[src/rtl/hazard_ctrl_pkg.sv]
// ---------------------------------------------------------------------------
// hazard_pkg
// Shared types and constants for the pipeline hazard controller:
//   - state_e        : controller FSM states (RUN, LSTALL)
//   - BUBBLE_CNT_W   : width of the saturating bubble counter
//   - CNT_W          : width of the load-use bubble down-counter
//   - ctrl_t         : the six pipeline control outputs as one packed struct
//   - CTRL_*         : the four legal control output sets
//   - sat_inc        : saturating increment for the bubble counter
// ---------------------------------------------------------------------------
package hazard_pkg;

  localparam int BUBBLE_CNT_W = 16;
  localparam int CNT_W        = 4;

  typedef enum logic [0:0] {
    RUN    = 1'b0,
    LSTALL = 1'b1
  } state_e;

  typedef struct packed {
    logic pc_write;
    logic ifid_write;
    logic st;
    logic enIW;
    logic ifid_flush;
    logic idex_flush;
  } ctrl_t;

  //                                  pc    ifid  st    enIW  iff   ief
  localparam ctrl_t CTRL_PASS   = '{1'b1, 1'b1, 1'b0, 1'b1, 1'b0, 1'b0};
  localparam ctrl_t CTRL_STALL  = '{1'b0, 1'b0, 1'b1, 1'b0, 1'b0, 1'b0};
  localparam ctrl_t CTRL_FREEZE = '{1'b0, 1'b0, 1'b0, 1'b0, 1'b0, 1'b0};
  localparam ctrl_t CTRL_FLUSH  = '{1'b1, 1'b1, 1'b0, 1'b1, 1'b1, 1'b1};

  // Increment that sticks at all-ones instead of wrapping.
  function automatic logic [BUBBLE_CNT_W-1:0] sat_inc(input logic [BUBBLE_CNT_W-1:0] v);
    logic [BUBBLE_CNT_W-1:0] r;
    if (v == {BUBBLE_CNT_W{1'b1}}) begin
      r = v;
    end else begin
      r = v + {{(BUBBLE_CNT_W-1){1'b0}}, 1'b1};
    end
    return r;
  endfunction

endpackage

[src/rtl/hazard_ctrl_if.sv]
// ---------------------------------------------------------------------------
// hazard_ctrl_if
// Bundle of every pipeline-facing signal of the hazard controller.
//   slave  modport : used by hazard_ctrl (pipeline fields in, enables out)
//   master modport : used by the pipeline side driving the controller
// Pipeline fields : if_id_rn1/2, if_id_use1/2, id_ex_rd, id_ex_memread,
//                   mem_busy, branch_taken
// Controls        : pc_write, ifid_write, st, enIW, ifid_flush, idex_flush
// Status          : bubble_cnt (saturating count of bubble cycles)
// ---------------------------------------------------------------------------
interface hazard_ctrl_if #(
  parameter int RAW = 4
);
  import hazard_pkg::*;

  logic [RAW-1:0]          if_id_rn1;
  logic [RAW-1:0]          if_id_rn2;
  logic                    if_id_use1;
  logic                    if_id_use2;
  logic [RAW-1:0]          id_ex_rd;
  logic                    id_ex_memread;
  logic                    mem_busy;
  logic                    branch_taken;
  logic                    pc_write;
  logic                    ifid_write;
  logic                    st;
  logic                    enIW;
  logic                    ifid_flush;
  logic                    idex_flush;
  logic [BUBBLE_CNT_W-1:0] bubble_cnt;

  modport master (
    output if_id_rn1, if_id_rn2, if_id_use1, if_id_use2,
    output id_ex_rd, id_ex_memread, mem_busy, branch_taken,
    input  pc_write, ifid_write, st, enIW, ifid_flush, idex_flush, bubble_cnt
  );

  modport slave (
    input  if_id_rn1, if_id_rn2, if_id_use1, if_id_use2,
    input  id_ex_rd, id_ex_memread, mem_busy, branch_taken,
    output pc_write, ifid_write, st, enIW, ifid_flush, idex_flush, bubble_cnt
  );

endinterface

[src/rtl/hazard_ctrl_cmp.sv]
// ---------------------------------------------------------------------------
// hazard_cmp
// Combinational load-use hazard detector.
//   i_rn1, i_rn2   : source register fields of the instruction in ID
//   i_use1, i_use2 : source field is actually read
//   i_rd           : destination register of the instruction in EX
//   i_memread      : instruction in EX is a load
//   o_hit          : load-use hazard present this cycle
// With ZERO_REG_EN set, register 0 is hardwired and never a hazard.
// ---------------------------------------------------------------------------
module hazard_cmp
  import hazard_pkg::*;
#(
  parameter int RAW         = 4,
  parameter int ZERO_REG_EN = 0
) (
  input  logic [RAW-1:0] i_rn1,
  input  logic [RAW-1:0] i_rn2,
  input  logic           i_use1,
  input  logic           i_use2,
  input  logic [RAW-1:0] i_rd,
  input  logic           i_memread,
  output logic           o_hit
);

  localparam bit ZR = (ZERO_REG_EN != 0);

  logic w_m1;
  logic w_m2;
  logic w_zero;

  // Match each used source field against the load destination.
  always_comb begin
    w_m1   = i_use1 & (i_rn1 == i_rd);
    w_m2   = i_use2 & (i_rn2 == i_rd);
    w_zero = ZR & (i_rd == {RAW{1'b0}});
    o_hit  = i_memread & (w_m1 | w_m2) & ~w_zero;
  end

endmodule

[src/rtl/hazard_ctrl.sv]
// ---------------------------------------------------------------------------
// hazard_ctrl
// Pipeline hazard controller: load-use stall with LOAD_STALL bubbles,
// full freeze on data-memory wait, flush on taken branch, saturating
// bubble counter. Controls are combinational from state and inputs so a
// hazard stalls in the same cycle it is seen.
//   clk : core clock
//   rst : synchronous active-high reset (controls forced to PASS)
//   bus : hazard_ctrl_if.slave (pipeline fields in, enables/flushes out)
// Priority each cycle: rst > branch_taken > mem_busy > stall logic.
// ---------------------------------------------------------------------------
module hazard_ctrl
  import hazard_pkg::*;
#(
  parameter int RAW         = 4,
  parameter int LOAD_STALL  = 1,
  parameter int ZERO_REG_EN = 0
) (
  input  logic         clk,
  input  logic         rst,
  hazard_ctrl_if.slave bus
);

  // Bubbles still owed after the first one, loaded on entry to LSTALL.
  localparam logic [CNT_W-1:0] LS_M1    = CNT_W'(LOAD_STALL - 1);
  localparam logic [CNT_W-1:0] CNT_ONE  = {{(CNT_W-1){1'b0}}, 1'b1};
  localparam logic [CNT_W-1:0] CNT_ZERO = {CNT_W{1'b0}};
  localparam bit               LS_MULTI = (LOAD_STALL > 1);

  state_e                  r_state;
  state_e                  w_state_nxt;
  logic [CNT_W-1:0]        r_cnt;
  logic [CNT_W-1:0]        w_cnt_nxt;
  logic [BUBBLE_CNT_W-1:0] r_bubble_cnt;
  ctrl_t                   w_ctrl;
  logic                    w_hit;

  hazard_cmp #(
    .RAW         (RAW),
    .ZERO_REG_EN (ZERO_REG_EN)
  ) u_cmp (
    .i_rn1     (bus.if_id_rn1),
    .i_rn2     (bus.if_id_rn2),
    .i_use1    (bus.if_id_use1),
    .i_use2    (bus.if_id_use2),
    .i_rd      (bus.id_ex_rd),
    .i_memread (bus.id_ex_memread),
    .o_hit     (w_hit)
  );

  // Next-state, bubble down-counter and control output decode.
  always_comb begin
    w_ctrl      = CTRL_PASS;
    w_state_nxt = r_state;
    w_cnt_nxt   = r_cnt;
    if (rst) begin
      w_ctrl      = CTRL_PASS;
      w_state_nxt = RUN;
      w_cnt_nxt   = CNT_ZERO;
    end else begin
      case (r_state)
        RUN: begin
          if (bus.branch_taken) begin
            w_ctrl = CTRL_FLUSH;
          end else if (bus.mem_busy) begin
            w_ctrl = CTRL_FREEZE;
          end else if (w_hit) begin
            w_ctrl = CTRL_STALL;
            if (LS_MULTI) begin
              w_state_nxt = LSTALL;
              w_cnt_nxt   = LS_M1;
            end else begin
              w_state_nxt = RUN;
            end
          end else begin
            w_ctrl = CTRL_PASS;
          end
        end
        LSTALL: begin
          if (bus.branch_taken) begin
            w_ctrl      = CTRL_FLUSH;
            w_state_nxt = RUN;
            w_cnt_nxt   = CNT_ZERO;
          end else if (bus.mem_busy) begin
            w_ctrl = CTRL_FREEZE;
          end else begin
            // New hits are ignored here; the owed bubbles already cover them.
            w_ctrl = CTRL_STALL;
            if (r_cnt <= CNT_ONE) begin
              w_state_nxt = RUN;
              w_cnt_nxt   = CNT_ZERO;
            end else begin
              w_cnt_nxt = r_cnt - CNT_ONE;
            end
          end
        end
        default: begin
          w_ctrl      = CTRL_PASS;
          w_state_nxt = RUN;
          w_cnt_nxt   = CNT_ZERO;
        end
      endcase
    end
  end

  // State and down-counter registers.
  always_ff @(posedge clk) begin
    if (rst) begin
      r_state <= RUN;
      r_cnt   <= CNT_ZERO;
    end else begin
      r_state <= w_state_nxt;
      r_cnt   <= w_cnt_nxt;
    end
  end

  // Saturating count of cycles that issued a bubble.
  always_ff @(posedge clk) begin
    if (rst) begin
      r_bubble_cnt <= {BUBBLE_CNT_W{1'b0}};
    end else if (w_ctrl.st) begin
      r_bubble_cnt <= sat_inc(r_bubble_cnt);
    end else begin
      r_bubble_cnt <= r_bubble_cnt;
    end
  end

  assign bus.pc_write   = w_ctrl.pc_write;
  assign bus.ifid_write = w_ctrl.ifid_write;
  assign bus.st         = w_ctrl.st;
  assign bus.enIW       = w_ctrl.enIW;
  assign bus.ifid_flush = w_ctrl.ifid_flush;
  assign bus.idex_flush = w_ctrl.idex_flush;
  assign bus.bubble_cnt = r_bubble_cnt;

endmodule

[src/flat_wrapper.sv]
// flat-port wrapper written by rule: the top's interface ports become plain ports
module hazard_ctrl_flat import hazard_pkg::*;
#(
  parameter int RAW         = 4,
  parameter int LOAD_STALL  = 1,
  parameter int ZERO_REG_EN = 0
)
  (clk, rst, bus_if_id_rn1, bus_if_id_rn2, bus_if_id_use1, bus_if_id_use2, bus_id_ex_rd, bus_id_ex_memread, bus_mem_busy, bus_branch_taken, bus_pc_write, bus_ifid_write, bus_st, bus_enIW, bus_ifid_flush, bus_idex_flush, bus_bubble_cnt);
  hazard_ctrl_if #(.RAW(RAW)) bus_i ();
  input  logic clk;
  input  logic rst;
  input wire logic [$bits(bus_i.if_id_rn1)-1:0] bus_if_id_rn1;
  input wire logic [$bits(bus_i.if_id_rn2)-1:0] bus_if_id_rn2;
  input wire logic [$bits(bus_i.if_id_use1)-1:0] bus_if_id_use1;
  input wire logic [$bits(bus_i.if_id_use2)-1:0] bus_if_id_use2;
  input wire logic [$bits(bus_i.id_ex_rd)-1:0] bus_id_ex_rd;
  input wire logic [$bits(bus_i.id_ex_memread)-1:0] bus_id_ex_memread;
  input wire logic [$bits(bus_i.mem_busy)-1:0] bus_mem_busy;
  input wire logic [$bits(bus_i.branch_taken)-1:0] bus_branch_taken;
  output wire logic [$bits(bus_i.pc_write)-1:0] bus_pc_write;
  output wire logic [$bits(bus_i.ifid_write)-1:0] bus_ifid_write;
  output wire logic [$bits(bus_i.st)-1:0] bus_st;
  output wire logic [$bits(bus_i.enIW)-1:0] bus_enIW;
  output wire logic [$bits(bus_i.ifid_flush)-1:0] bus_ifid_flush;
  output wire logic [$bits(bus_i.idex_flush)-1:0] bus_idex_flush;
  output wire logic [$bits(bus_i.bubble_cnt)-1:0] bus_bubble_cnt;
  assign bus_i.if_id_rn1 = bus_if_id_rn1;
  assign bus_i.if_id_rn2 = bus_if_id_rn2;
  assign bus_i.if_id_use1 = bus_if_id_use1;
  assign bus_i.if_id_use2 = bus_if_id_use2;
  assign bus_i.id_ex_rd = bus_id_ex_rd;
  assign bus_i.id_ex_memread = bus_id_ex_memread;
  assign bus_i.mem_busy = bus_mem_busy;
  assign bus_i.branch_taken = bus_branch_taken;
  assign bus_pc_write = bus_i.pc_write;
  assign bus_ifid_write = bus_i.ifid_write;
  assign bus_st = bus_i.st;
  assign bus_enIW = bus_i.enIW;
  assign bus_ifid_flush = bus_i.ifid_flush;
  assign bus_idex_flush = bus_i.idex_flush;
  assign bus_bubble_cnt = bus_i.bubble_cnt;
  hazard_ctrl #(.RAW(RAW), .LOAD_STALL(LOAD_STALL), .ZERO_REG_EN(ZERO_REG_EN)) u_core (.clk(clk), .rst(rst), .bus(bus_i));
endmodule
[config.mk]
export PLATFORM = sky130hd
export DESIGN_NAME = hazard_ctrl_flat
export DESIGN_NICKNAME = d
export VERILOG_FILES = /design/src/rtl/hazard_ctrl_pkg.sv /design/src/rtl/hazard_ctrl_if.sv /design/src/rtl/hazard_ctrl_cmp.sv /design/src/rtl/hazard_ctrl.sv /design/src/flat_wrapper.sv
export SDC_FILE = /design/constraint.sdc
export NUM_CORES = 1
export LEC_CHECK = 0
export CORE_UTILIZATION = 49
export CTS_BUF_LIST = sky130_fd_sc_hd__clkbuf_8 sky130_fd_sc_hd__clkbuf_16
export DETAILED_ROUTE_END_ITERATION = 16
export HOLD_SLACK_MARGIN = 0.02
export PLACE_DENSITY = 0.84
export SLEW_MARGIN = 10
export SYNTH_ARGS = -nofsm -noshare
export SYNTH_HDL_FRONTEND = slang
export SYNTH_SLANG_ARGS = --single-unit
[constraint.sdc]
create_clock -name clk -period 3.6 [get_ports clk]
set_clock_uncertainty 0.1 [all_clocks]
set_input_delay 0.54 -clock clk [delete_from_list [all_inputs] [get_ports clk]]
set_output_delay 0.54 -clock clk [all_outputs]
set_load 0.01 [all_outputs]
* Word level (Yosys, flattened, before mapping)
Cells that the tools add are included.
Operators by class: add/subtract/negate cells 2, eq/ne operators 4, reduce and logical (&&, ||, !) cells 2, mux-type cells 14, order comparisons 1, bitwise gates (word level) 6
Operators with widths (number):
- two-way mux 6 bit | 5
- adder 16 x 1 -> 16 bit, second input constant | 1
- == test 16 bit, second input constant | 1
- two-way mux 4 bit | 4
- case mux 6 bit (2 select lines) | 1
- == test 4 bit | 2
- <= comparator 4 x 1 -> 1 bit, second input constant | 1
- AND reduction 2 bit | 2
- subtractor 4 x 1 -> 4 bit, second input constant | 1
- AND 1 bit | 3
- two-way mux 1 bit | 3
- inequality test 2 x 1 -> 1 bit, second input constant | 1
- NOT 1 bit | 2
- case mux 1 bit (2 select lines) | 1
- OR 1 bit | 1
Storage, ports and cells: register bits 21, bits of input ports 19, output and inout bits 22

* Longest topological paths before layout
depth after elaboration 10, gate-level depth with buffers 8, gate-level depth less buffers 7

* Hierarchy
Synthesis repeated with hierarchy kept, for this count alone.
Second synthesis, totals: cells, all modules 144, area, all modules 1265.0 µm²
Modules (own cells, without submodules):
- hazard_ctrl | area each 1162.4 µm², cells each 132, times used 1, seq. area each 420.4 µm²
- hazard_cmp | area each 102.6 µm², cells each 12, times used 1, seq. area each 0.0 µm²

* Least setup slack after synthesis
OpenSTA, ideal clock, no wires.
path kind input -> output, start point in bus_id_ex_rd[1], end point out bus_ifid_write, data required time 2.960 ns, cell stages on the path 6, path slack 1.488 ns, buffers on the path 1, arrival 1.472 ns, path through xnor2_1 -> nand3_1 -> o22ai_2 -> a211o_1 -> nand3_1 -> buf_4
On the way: cells in the longest elaborated chain, start to end 9
RTL lines:
- start, declared | line flat_wrapper.sv:16 | input wire logic [$bits(bus_i.id_ex_rd)-1:0] bus_id_ex_rd;
- == test 4 bit, on equally long branches | line hazard_ctrl_cmp.sv:34, hazard_ctrl_cmp.sv:35
- AND 1 bit, on equally long branches | line hazard_ctrl_cmp.sv:34, hazard_ctrl_cmp.sv:35
- OR 1 bit * | line hazard_ctrl_cmp.sv:37 | o_hit = i_memread & (w_m1 | w_m2) & ~w_zero;
- AND 1 bit * | line hazard_ctrl_cmp.sv:37
- two-way mux 6 bit * | line hazard_ctrl.sv:67 | end else if (w_hit) begin
- two-way mux 6 bit * | line hazard_ctrl.sv:65 | end else if (bus.mem_busy) begin
- two-way mux 6 bit * | line hazard_ctrl.sv:63 | if (bus.branch_taken) begin
- case mux 6 bit (2 select lines) * | line hazard_ctrl.sv:61 | case (r_state)
- two-way mux 6 bit * | line hazard_ctrl.sv:56 | if (rst) begin
- end, declared | line flat_wrapper.sv:21 | output wire logic [$bits(bus_i.ifid_write)-1:0] bus_ifid_write;
Every way passes the cells marked *; elsewhere a longest branch is shown, timed or not.

* Final worst setup path
Ends and elaborated chain as after synthesis.

==> results.txt <==
- Horizontal extent of the die: 53.0 microns
- The pre-antenna-repair detailed-routing pass consisted of 4 iterations.
* Pin count of the biggest net entering global routing: 27
- Post-layout instance area: 1710 sq um
- First-pass GRT wire length: 5070 microns
- Pin placement for this block handled 41 I/O pins.
* Total number of placement rows: 18
- The clock drives 21 sinks.
- Unrepaired setup endpoints after global routing: no
* Via count of the first global-routing pass: 1183
- For the final routed database, the setup TNS stands at 0 ns.
* # Max-Cap Violations: 0
* Peak clock frequency supported by timing: 327 MHz
- HP Class: flip-flop to flip-flop
- After detailed routing, the number of remaining DRC violations is 0.
- Synth unique cells: 38
- The number of nets in the synthesized netlist is 173.
- For this configuration, the core starts out at a cell density of 51.4%.
* Number of gates given a new drive strength after cts: 0
- Leakage power total: 0.000579 uW
- Clock-pin slew was measured on the worst setup and hold paths at 0.07 ns.
* Flip-flop and latch count after synthesis: 21
* Longest Clk Path Bufs: 2
- Among all cell types in the netlist, the one instantiated most often is dfxtp_1.
- Highest ir drop seen on vdd: 263 uV
- Required time at the worst-slack endpoint: 2.96 ns
* WL per Instance: 14.1 microns
- After global routing the overflow that remains totals 0.
- Sequential cell area fraction in the yosys report: 33.0%
- Syn avg cell area: 8.44 sq um
- Pre-CTS setup slack: 0.549 ns
* Share of the synthesized area in the top cell type: 33.0%
- Area grow syn2layout: 34.0%
* Count of mapped cells out of synthesis: 151
- The initial antenna violation count is 0.
* Final cycle utilization of the critical path: 84.8%
- The die covers 2810 sq um.
- Clock latency on the worst-skew pair, taken at its later pin, is 0.26 ns.
- Post-route core utilization: 68.9%
* CP arrival: 2.41 ns
* N_diodes: 0
- After detailed routing, the total wire length is 3070 microns.
- Transition time of the tightest slew-check pin: 0.638 ns
- Among all flip-flop cells after synthesis, the most frequent one is dfxtp_1.
- Outcome: finished clean
- The total count of hold-check failures in the final report is 0.
- Hold path startpoint: u_core.r_state
- Total number of vias: 1298
- Top fanout value on the critical path: 3
* Top cells by area in the synthesized netlist: dfxtp_1, xnor2_1, a21oi_1
- The count of cells in the finished layout, fillers not included, comes to 218.
- In this run, synthesis inferred 0 flip-flops with an integrated enable.
- Crit. End Element: output pin
* Post-synthesis cell type with the largest combined area: dfxtp_1
- For this run, asynchronously set or reset flops after synthesis account for 0%.
* Placed instance count: 214
- Die Y: 53.0 microns
* Startpoint types: input pin
* Maximum level of the CTS H-tree: 1
- The region available for standard cell placement spans 2480 sq um.
- Clock root buffer master: clkbuf_8
* Number of buffers created by CTS: 3
- Startpoint of the worst setup timing path: bus_id_ex_rd[1]
- Critical Setup Path Class: input pin to output pin
- Summing every instance area after synthesis gives 1270 sq um.
- Fin. max-slew vios: 0
- Post-cts hold buffer count: 0
- The congestion estimate from routability-driven global placement came to 0.745.
- Buffers placed on the I/O ports in this run total 40.
* Aggregate global-route resource usage: 24.2%
- Placed wire-length estimate after detailed placement: 2380 microns
* Number of nets in the layout: 211
* DP Area: 1660 sq um
- Yosys Warn Count: 0
- The worst path needs 3.05 ns of the cycle, external delays included.
* Final-report setup violation count: 0
* Initial drt markers: 31
- Once routing completed, OpenROAD measured the worst setup slack at 0.546 ns.
- The post-route netlist has 7.98% of its cells at a drive strength greater than 1.
- Final ANT Viol Nets: 0
- TritonCTS clock tree: done
- In the routed layout, each cell is associated on average with a via count of 5.95.
* Slew HR: 57.1%
* Buffer count from post-CTS setup fixing: 0
- The worst register-to-register path begins at u_core.bus.bubble_cnt[7].
- Power per standard cell area: 255 nW/um^2
- Ranked by instance count, the synthesized netlist is headed by dfxtp_1, nand2_1, a21oi_1.
## logic make-up after synthesis
family / after synthesis / synth area share [%]
xor+xnor: 8 / 5.50
buf+inv: 16 / 7.17
flops: 21 / 33.0
fa+ha+maj: 3 / 2.95
compound gates: 35 / 19.6
mux: 3 / 2.65
simple gates: 65 / 29.1
## sequential cells by signal (all words and copies together), names as in the netlist
register               cells
u_core.r_cnt               4
u_core.r_state             1
u_core.bus.bubble_cnt     16
## path summary, 6_finish.rpt
path                               end  slack [ns]  cells after the start
max                     bus_ifid_write        0.55                      7
min                     u_core.r_state        0.38                      2
max reg2reg  u_core.bus.bubble_cnt[13]        1.33                      6
min reg2reg             u_core.r_state        0.38                      2
## worst max-delay path, stage by stage
cell and delay (ns):
clkdlybuf4s50_1 0.46, xnor2_1 0.24, nand3_1 0.12, o22ai_2 0.25, a211o_1 0.17, nand3_1 0.12, clkdlybuf4s50_1 0.52
## power by group
group	internal, uW	total (uW)	leakage [uW]	switching, uW
clock	75.9	148	0.0000269	72.4
combinational	31.7	54.6	0.000383	22.9
sequential	232	232	0.000169	0.0822
total	340	435	0.000579	95.3
## layer usage
| metal | share of wire (%) | wire length (microns) | up-vias | track usage (%) |
|---|---|---|---|---|
| met5 | 0 | 0 | - | 0 |
| met4 | 0.46 | 14 | 0 | 5.26 |
| met3 | 3.1 | 94 | 2 | 4.31 |
| met2 | 54 | 1660 | 28 | 45.1 |
| met1 | 42 | 1290 | 634 | 28.2 |
| li1 | - | - | 634 | - |
## final cells by class
cell class,count,area [sq um]
clock buffer,3,41.3
sequential,21,420
timing repair buffer,42,415
fill,210,771
clock inverter,1,3.75
multi-input combinational,114,762
tap,30,37.5
inverter,7,26.3
## per-stage QoR
step                total power (uW)  hold WS, ns
finish                           435        0.377
global placement                 289        0.353
floorplan                        261        0.338
detailed placement               292        0.367
global route                     450        0.396
CTS                              439        0.380
## cells in the final DEF (no fill, tap or decap)
master,instances
clkdlybuf4s50_1,40
dfxtp_1,21
nand2_1,14
a21oi_1,13
nor2_1,11
inv_1,8
xnor2_1,8
nand3_1,8
or4_1,8
o31ai_1,5
o21ai_0,4
nor2b_1,4
nor4_1,3
o311ai_1,3
nor3_1,3
mux2_2,3
ha_1,3
clkbuf_8,3
o31a_1,2
o21a_1,2
nand4_1,2
o41ai_1,2
nand3b_1,2
nor4b_1,2
buf_4,2
o22ai_2,1
a211o_1,1
nor3_2,1
a31oi_4,1
and4_1,1
and4_4,1
and3_4,1
nand4_2,1
and2_1,1
nor2_2,1
or3_1,1
a311oi_1,1
Note: power is estimated with default switching activity, not from simulation.
